--- config.mk ---
export PLATFORM = sky130hd
export DESIGN_NAME = ps_word_scheduler_flat
export DESIGN_NICKNAME = d
export VERILOG_FILES = /design/src/rtl/ps_sched_pkg.sv /design/src/rtl/ps_word_scheduler_if.sv /design/src/rtl/ps_rr_arbiter.sv /design/src/rtl/ps_word_scheduler.sv /design/src/flat_wrapper.sv
export SDC_FILE = /design/constraint.sdc
export NUM_CORES = 1
export LEC_CHECK = 0
export ABC_AREA = 1
export CORE_AREA = 4 4 56 58
export DETAILED_ROUTE_END_ITERATION = 8
export DIE_AREA = 0 0 60 62
export PLACE_DENSITY = 0.71
export SKIP_CTS_REPAIR_TIMING = 1
export SLEW_MARGIN = 20
export SYNTH_ARGS = -nofsm -noshare
export SYNTH_HDL_FRONTEND = slang
export SYNTH_HIERARCHICAL = 1
export SYNTH_SLANG_ARGS = --single-unit
--- constraint.sdc ---
create_clock -name clk -period 3.7 [get_ports clk]
set_clock_uncertainty 0.05 [all_clocks]
set_input_delay 0.74 -clock clk [delete_from_list [all_inputs] [get_ports clk]]
set_output_delay 0.74 -clock clk [all_outputs]
set_load 0.05 [all_outputs]
--- src/rtl/ps_sched_pkg.sv ---
// Shared constants for the parallel-to-serial word scheduler: word geometry,
// the default idle filler and the FSM state encodings.
package ps_sched_pkg;

    localparam int WORD_W        = 10;
    localparam int BITS_PER_WORD = 10;
    localparam int CNT_W         = 4;

    localparam logic [WORD_W-1:0] IDLE_WORD_DEF = 10'h17c;

    typedef enum logic [1:0] {
        SYNC = 2'd0,
        RUN  = 2'd1
    } sched_state_e;

    // Serial bit position: 0..BITS_PER_WORD-1, then wrap.
    function automatic logic [CNT_W-1:0] bit_cnt_next(input logic [CNT_W-1:0] cnt);
        return (cnt == CNT_W'(BITS_PER_WORD - 1)) ? '0 : cnt + CNT_W'(1);
    endfunction

endpackage

--- src/rtl/ps_word_scheduler_if.sv ---
// Bus between two word requesters and the scheduler, plus the parallel word
// and status driven towards the serialiser.
interface ps_word_scheduler_if;
    import ps_sched_pkg::*;

    // Handshake: a requester raises reqN with datN and holds both stable; the
    // word transfers on the rising edge where reqN && ackN. ackN is a one-cycle
    // pulse that can only appear in a load cycle (wordStrobe high).
    logic              req0;
    logic [WORD_W-1:0] dat0;
    logic              ack0;
    logic              req1;
    logic [WORD_W-1:0] dat1;
    logic              ack1;

    logic [WORD_W-1:0] entradas;
    logic              wordStrobe;
    logic              grant;
    logic              idle;
    logic [1:0]        state;

    modport master (
        output req0, dat0, req1, dat1,
        input  ack0, ack1, entradas, wordStrobe, grant, idle, state
    );

    modport slave (
        input  req0, dat0, req1, dat1,
        output ack0, ack1, entradas, wordStrobe, grant, idle, state
    );

endinterface

--- src/rtl/ps_rr_arbiter.sv ---
// Two-way round-robin pick: a lone requester wins, a tie goes to the
// requester that was not served last.
module ps_rr_arbiter (
    input  logic req0,
    input  logic req1,
    input  logic lastGrant,
    output logic gnt,
    output logic valid
);

    always_comb begin
        gnt   = 1'b0;
        valid = req0 | req1;
        if (req0 && req1) begin
            gnt = ~lastGrant;
        end else if (req1) begin
            gnt = 1'b1;
        end
    end

endmodule

--- src/rtl/ps_word_scheduler.sv ---
// Word scheduler feeding a 10-bit serialiser from two requesters.
// Optional macro PS_SCHED_SYNC_EN adds a post-reset SYNC phase of idle words.
module ps_word_scheduler
    import ps_sched_pkg::*;
#(
    parameter int                SYNC_WORDS = 4,
    parameter logic [WORD_W-1:0] IDLE_WORD  = IDLE_WORD_DEF
) (
    input  logic               clk,
    input  logic               rst,
    input  logic               enb,
    ps_word_scheduler_if.slave bus
);

`ifdef PS_SCHED_SYNC_EN
    localparam sched_state_e RESET_STATE = SYNC;
`else
    localparam sched_state_e RESET_STATE = RUN;
`endif

    if (SYNC_WORDS < 1 || SYNC_WORDS > 15) begin : g_bad_sync_words
        $error("ps_word_scheduler: SYNC_WORDS must be in 1..15");
    end

    sched_state_e      r_state;
    sched_state_e      w_next_state;
    logic [CNT_W-1:0]  r_bit_cnt;
    logic [WORD_W-1:0] r_entradas;
    logic              r_grant;
    logic              r_idle;
    logic              r_last_grant;

    logic              w_load;
    logic              w_arb_gnt;
    logic              w_arb_valid;
    logic              w_ack0;
    logic              w_ack1;
    logic              w_upd_word;
    logic [WORD_W-1:0] w_new_word;
    logic              w_new_idle;
    logic              w_new_grant;

`ifdef PS_SCHED_SYNC_EN
    logic [CNT_W-1:0]  r_sync_cnt;
`endif

    assign w_load = enb && (r_bit_cnt == CNT_W'(BITS_PER_WORD - 1));

    ps_rr_arbiter u_arb (
        .req0      (bus.req0),
        .req1      (bus.req1),
        .lastGrant (r_last_grant),
        .gnt       (w_arb_gnt),
        .valid     (w_arb_valid)
    );

    always_comb begin
        w_next_state = r_state;
        w_upd_word   = 1'b0;
        w_new_word   = IDLE_WORD;
        w_new_idle   = 1'b1;
        w_new_grant  = r_grant;
        w_ack0       = 1'b0;
        w_ack1       = 1'b0;
        case (r_state)
            RUN: begin
                if (w_load) begin
                    w_upd_word = 1'b1;
                    if (w_arb_valid) begin
                        w_new_word  = w_arb_gnt ? bus.dat1 : bus.dat0;
                        w_new_idle  = 1'b0;
                        w_new_grant = w_arb_gnt;
                        w_ack0      = ~w_arb_gnt;
                        w_ack1      = w_arb_gnt;
                    end
                end
            end
            default: begin
`ifdef PS_SCHED_SYNC_EN
                // SYNC, and any stray encoding, emits idle words and never acks.
                if (w_load) begin
                    w_upd_word = 1'b1;
                    if (r_sync_cnt == CNT_W'(SYNC_WORDS - 1)) begin
                        w_next_state = RUN;
                    end
                end
                if (r_state != SYNC) begin
                    w_next_state = SYNC;
                end
`else
                w_next_state = RUN;
`endif
            end
        endcase
    end

    always_ff @(posedge clk or negedge rst) begin
        if (!rst) begin
            r_state      <= RESET_STATE;
            r_bit_cnt    <= '0;
            r_entradas   <= IDLE_WORD;
            r_idle       <= 1'b1;
            r_grant      <= 1'b0;
            r_last_grant <= 1'b1;
        end else if (enb) begin
            r_state   <= w_next_state;
            r_bit_cnt <= bit_cnt_next(r_bit_cnt);
            if (w_upd_word) begin
                r_entradas <= w_new_word;
                r_idle     <= w_new_idle;
                r_grant    <= w_new_grant;
                if (!w_new_idle) begin
                    r_last_grant <= w_new_grant;
                end
            end
        end
    end

`ifdef PS_SCHED_SYNC_EN
    always_ff @(posedge clk or negedge rst) begin
        if (!rst) begin
            r_sync_cnt <= '0;
        end else if (w_load && r_state == SYNC &&
                     r_sync_cnt != CNT_W'(SYNC_WORDS - 1)) begin
            r_sync_cnt <= r_sync_cnt + CNT_W'(1);
        end
    end
`endif

    assign bus.ack0       = w_ack0;
    assign bus.ack1       = w_ack1;
    assign bus.entradas   = r_entradas;
    assign bus.wordStrobe = w_load;
    assign bus.grant      = r_grant;
    assign bus.idle       = r_idle;
    assign bus.state      = (r_state == RUN) ? RUN : SYNC;

endmodule

--- src/flat_wrapper.sv ---
// flat-port wrapper written by rule: the top's interface ports become plain ports
module ps_word_scheduler_flat import ps_sched_pkg::*;
#(
    parameter int                SYNC_WORDS = 4,
    parameter logic [WORD_W-1:0] IDLE_WORD  = IDLE_WORD_DEF
)
  (clk, rst, enb, bus_req0, bus_dat0, bus_req1, bus_dat1, bus_ack0, bus_ack1, bus_entradas, bus_wordStrobe, bus_grant, bus_idle, bus_state);
  ps_word_scheduler_if bus_i ();
  input  logic clk;
  input  logic rst;
  input  logic enb;
  input wire logic [$bits(bus_i.req0)-1:0] bus_req0;
  input wire logic [$bits(bus_i.dat0)-1:0] bus_dat0;
  input wire logic [$bits(bus_i.req1)-1:0] bus_req1;
  input wire logic [$bits(bus_i.dat1)-1:0] bus_dat1;
  output wire logic [$bits(bus_i.ack0)-1:0] bus_ack0;
  output wire logic [$bits(bus_i.ack1)-1:0] bus_ack1;
  output wire logic [$bits(bus_i.entradas)-1:0] bus_entradas;
  output wire logic [$bits(bus_i.wordStrobe)-1:0] bus_wordStrobe;
  output wire logic [$bits(bus_i.grant)-1:0] bus_grant;
  output wire logic [$bits(bus_i.idle)-1:0] bus_idle;
  output wire logic [$bits(bus_i.state)-1:0] bus_state;
  assign bus_i.req0 = bus_req0;
  assign bus_i.dat0 = bus_dat0;
  assign bus_i.req1 = bus_req1;
  assign bus_i.dat1 = bus_dat1;
  assign bus_ack0 = bus_i.ack0;
  assign bus_ack1 = bus_i.ack1;
  assign bus_entradas = bus_i.entradas;
  assign bus_wordStrobe = bus_i.wordStrobe;
  assign bus_grant = bus_i.grant;
  assign bus_idle = bus_i.idle;
  assign bus_state = bus_i.state;
  ps_word_scheduler #(.SYNC_WORDS(SYNC_WORDS), .IDLE_WORD(IDLE_WORD)) u_core (.clk(clk), .rst(rst), .enb(enb), .bus(bus_i));
endmodule
==> impl_metrics.py <==
metrics = {
    "finish": {
        "num-fill-cells": 266,
        "final_cell_mix": "nand2_1, clkdlybuf4s50_1, dfrtp_1, nand3_1, dfstp_2",
        "nets": 181,
        "layout.cells.most_common": "nand2_1",
        "syn_to_final_growth_pct": 48.73,
        "drive_gt1_frac": 0.1484,
        "diodes": 0,
    },
    "floorplanning": {
        "core_um2": 2663,
        "start_util": 0.3327,
        "die_area_um2": 3720,
        "ios": 42,
        "fp.dieW_um": 60,
        "rows": 19,
        "dieHeight_um": 62,
    },
    "drt": {
        "viasPerCell": 4.548,
        "drt_drc_violations_left": 0,
        "drtPass1Iterations": 4,
        "wl_per_cell_um": 11.56,
        "vias": 846,
        "drt-total-wl_um": 2151,
        "drt_iter0_markers": 25,
        "ant_nets": 0,
    },
    "min_path": {
        "hold_path.class": "reg -> reg",
        "min_path_cells": 2,
    },
    "synthesis": {
        "ys_ff_latch": 17,
        "postSynthAreaPerCell_um2": 7.637,
        "netlist_instances": 116,
        "syn_area_um2": 885.9,
        "yosysSeqAreaShare": 0.4915,
        "ys_types": 21,
        "ys_warn_count": 6,
        "syn-num-nets": 141,
    },
    "cts": {
        "clock_path_buffers": 2,
        "cts_tree": "done",
        "clkTransAtPathRegs_ps": 100,
        "numClockSinks": 17,
        "cts_root_buf": "clkbuf_4",
        "clk_latency_ps": 290,
        "numCtsBuffers": 3,
        "htreeDepth": 1,
    },
    "global_route": {
        "first_global_vias": 792,
        "overflow": 0,
        "antenna_found_initial": 0,
        "grt_first_pass_wirelength_um": 3381,
        "grt_max_degree": 19,
        "grt_usage": 0.1232,
    },
    "placed_design": {
        "hpwlAfterDp_um": 1688,
        "io_buffers": 39,
        "gp_congestion": 0.7287,
    },
    "critical_path": {
        "cp_slowest_cell": "clkdlybuf4s50_1",
        "rr_worst_depth": 7,
        "max_stage_delay_ps": 810,
        "start_kind": "input port",
        "end_kind": "output port",
        "worstPathCellList": "clkdlybuf4s50_1 -> nand2_1 -> inv_2 -> nand2_4 -> inv_2 -> clkdlybuf4s50_1",
        "crit_type": "in -> out",
        "cp_max_fo": 18,
        "required_ps": 2910,
        "crit_arrival_ps": 2530,
    },
    "timing": {
        "fin_crit_sh": 0.8979,
        "rsz0062_at_grt": "false",
        "fin_crit_ps": 3322,
        "max_slew.worst_pin.slew_ps": 738.7,
        "hold_viol": 0,
        "timing.slew.headroom": 0.5060,
        "drv_slew": 0,
        "setup_viol": 0,
        "fin_tns_setup_ps": 0,
        "max_freq_mhz": 301.0,
    },
    "pwr": {
        "p_leak_uw": 0.0006394,
        "power_uw": 1041,
        "p_per_area_nw_per_um2": 790.4,
        "peakVddDrop_v": 0.0005075,
    },
    "run": {
        "max-cap-violations": 0,
    },
    "status": {
        "outcome": "complete, no violations",
    },
}
==> cells in the mapped netlist <==
cell type / number / area [um2]
buf_2: 1 / 5.000
xor2_1: 1 / 8.760
or2_1: 1 / 6.260
nand2_2: 1 / 6.260
o21ai_0: 2 / 10.01
nand2_4: 1 / 11.26
clkinv_1: 1 / 3.750
nor2_4: 1 / 11.26
nand2_1: 58 / 217.7
dfstp_2: 8 / 210.2
inv_2: 3 / 11.26
buf_4: 3 / 22.52
nor2_1: 6 / 22.52
nand3_1: 8 / 40.04
o21ai_2: 3 / 26.28
conb_1: 2 / 7.510
buf_6: 1 / 11.26
inv_1: 2 / 7.510
a21oi_1: 3 / 15.01
nand4_1: 1 / 6.260
dfrtp_1: 9 / 225.2
==> path summary, 6_finish.rpt <==
check / start / end / slack, ps
worst min register to register: u_core/r_last_grant / u_core/r_last_grant / 420
worst max register to register: u_core/r_last_grant / u_core/bus.entradas[6] / 2140
worst max-delay path: enb / bus_wordStrobe / 380
min in group asynchronous: rst / u_core/r_bit_cnt[3] / 830
worst min-delay path: u_core/r_last_grant / u_core/r_last_grant / 420
max in group asynchronous: rst / u_core/bus.entradas[0] / 2310
==> metrics by stage <==
| step | utilization | cells | cell area [um2] | hold slack [ps] | setup slack [ps] |
|---|---|---|---|---|---|
| detailed placement | 0.4850 | 182 | 1291 | 409.7 | 375.4 |
| CTS | 0.4948 | 186 | 1318 | 424.6 | 373.9 |
| finish | 0.4948 | 186 | 1318 | 423.0 | 377.7 |
| global placement | 0.4850 | 182 | 1291 | 403.9 | 396.2 |
| floorplan | - | 116 | 885.9 | 394.0 | 1240 |
| global route | 0.4948 | 186 | 1318 | 445.2 | 284.4 |
==> registers in the layout, indices dropped and copies added, names as in the netlist <==
register	flops
u_core/bus.grant	1
u_core/r_last_grant	1
u_core/r_bit_cnt	4
u_core/bus.entradas	10
u_core/bus.idle	1
==> per-layer routing <==
| metal | GRT usage | vias up | part of all wire |
|---|---|---|---|
| met5 | 0 | - | 0 |
| met4 | 0.02848 | 0 | 0 |
| met3 | 0.04132 | 0 | 0.076 |
| met2 | 0.2099 | 29 | 0.49 |
| met1 | 0.1513 | 384 | 0.44 |
| li1 | - | 433 | - |
==> power by group <==
group,internal [uW],switching (uW),leakage (uW)
clock,42.0,59.0,0.0000150
combinational,199,382,0.000429
sequential,304,56.1,0.000195
total,545,497,0.000639
==> area by class of cell <==
| class | instances | area, um2 | area share |
|---|---|---|---|
| sequential | 17 | 435.4 | 0.3305 |
| timing repair buffer | 40 | 405.4 | 0.3077 |
| multi-input combinational | 88 | 389.1 | 0.2953 |
| tap | 31 | 38.79 | 0.02944 |
| clock buffer | 4 | 26.28 | 0.01994 |
| inverter | 6 | 22.52 | 0.01709 |
==> kinds of logic after synthesis <==
logic type | Yosys count | share of synthesized area
simple gates | 77 | 0.3630
flops | 17 | 0.4915
buf+inv | 11 | 0.06920
compound gates | 8 | 0.05791
other cells | 2 | 0.008478
xor+xnor | 1 | 0.009889
==> critical path: cells and delay by family <==
family	cells	cell delay (ps)
buffers and inverters	4	1560
and+or+nand+nor	2	220
No activity file was read; power rests on OpenSTA's default activity.
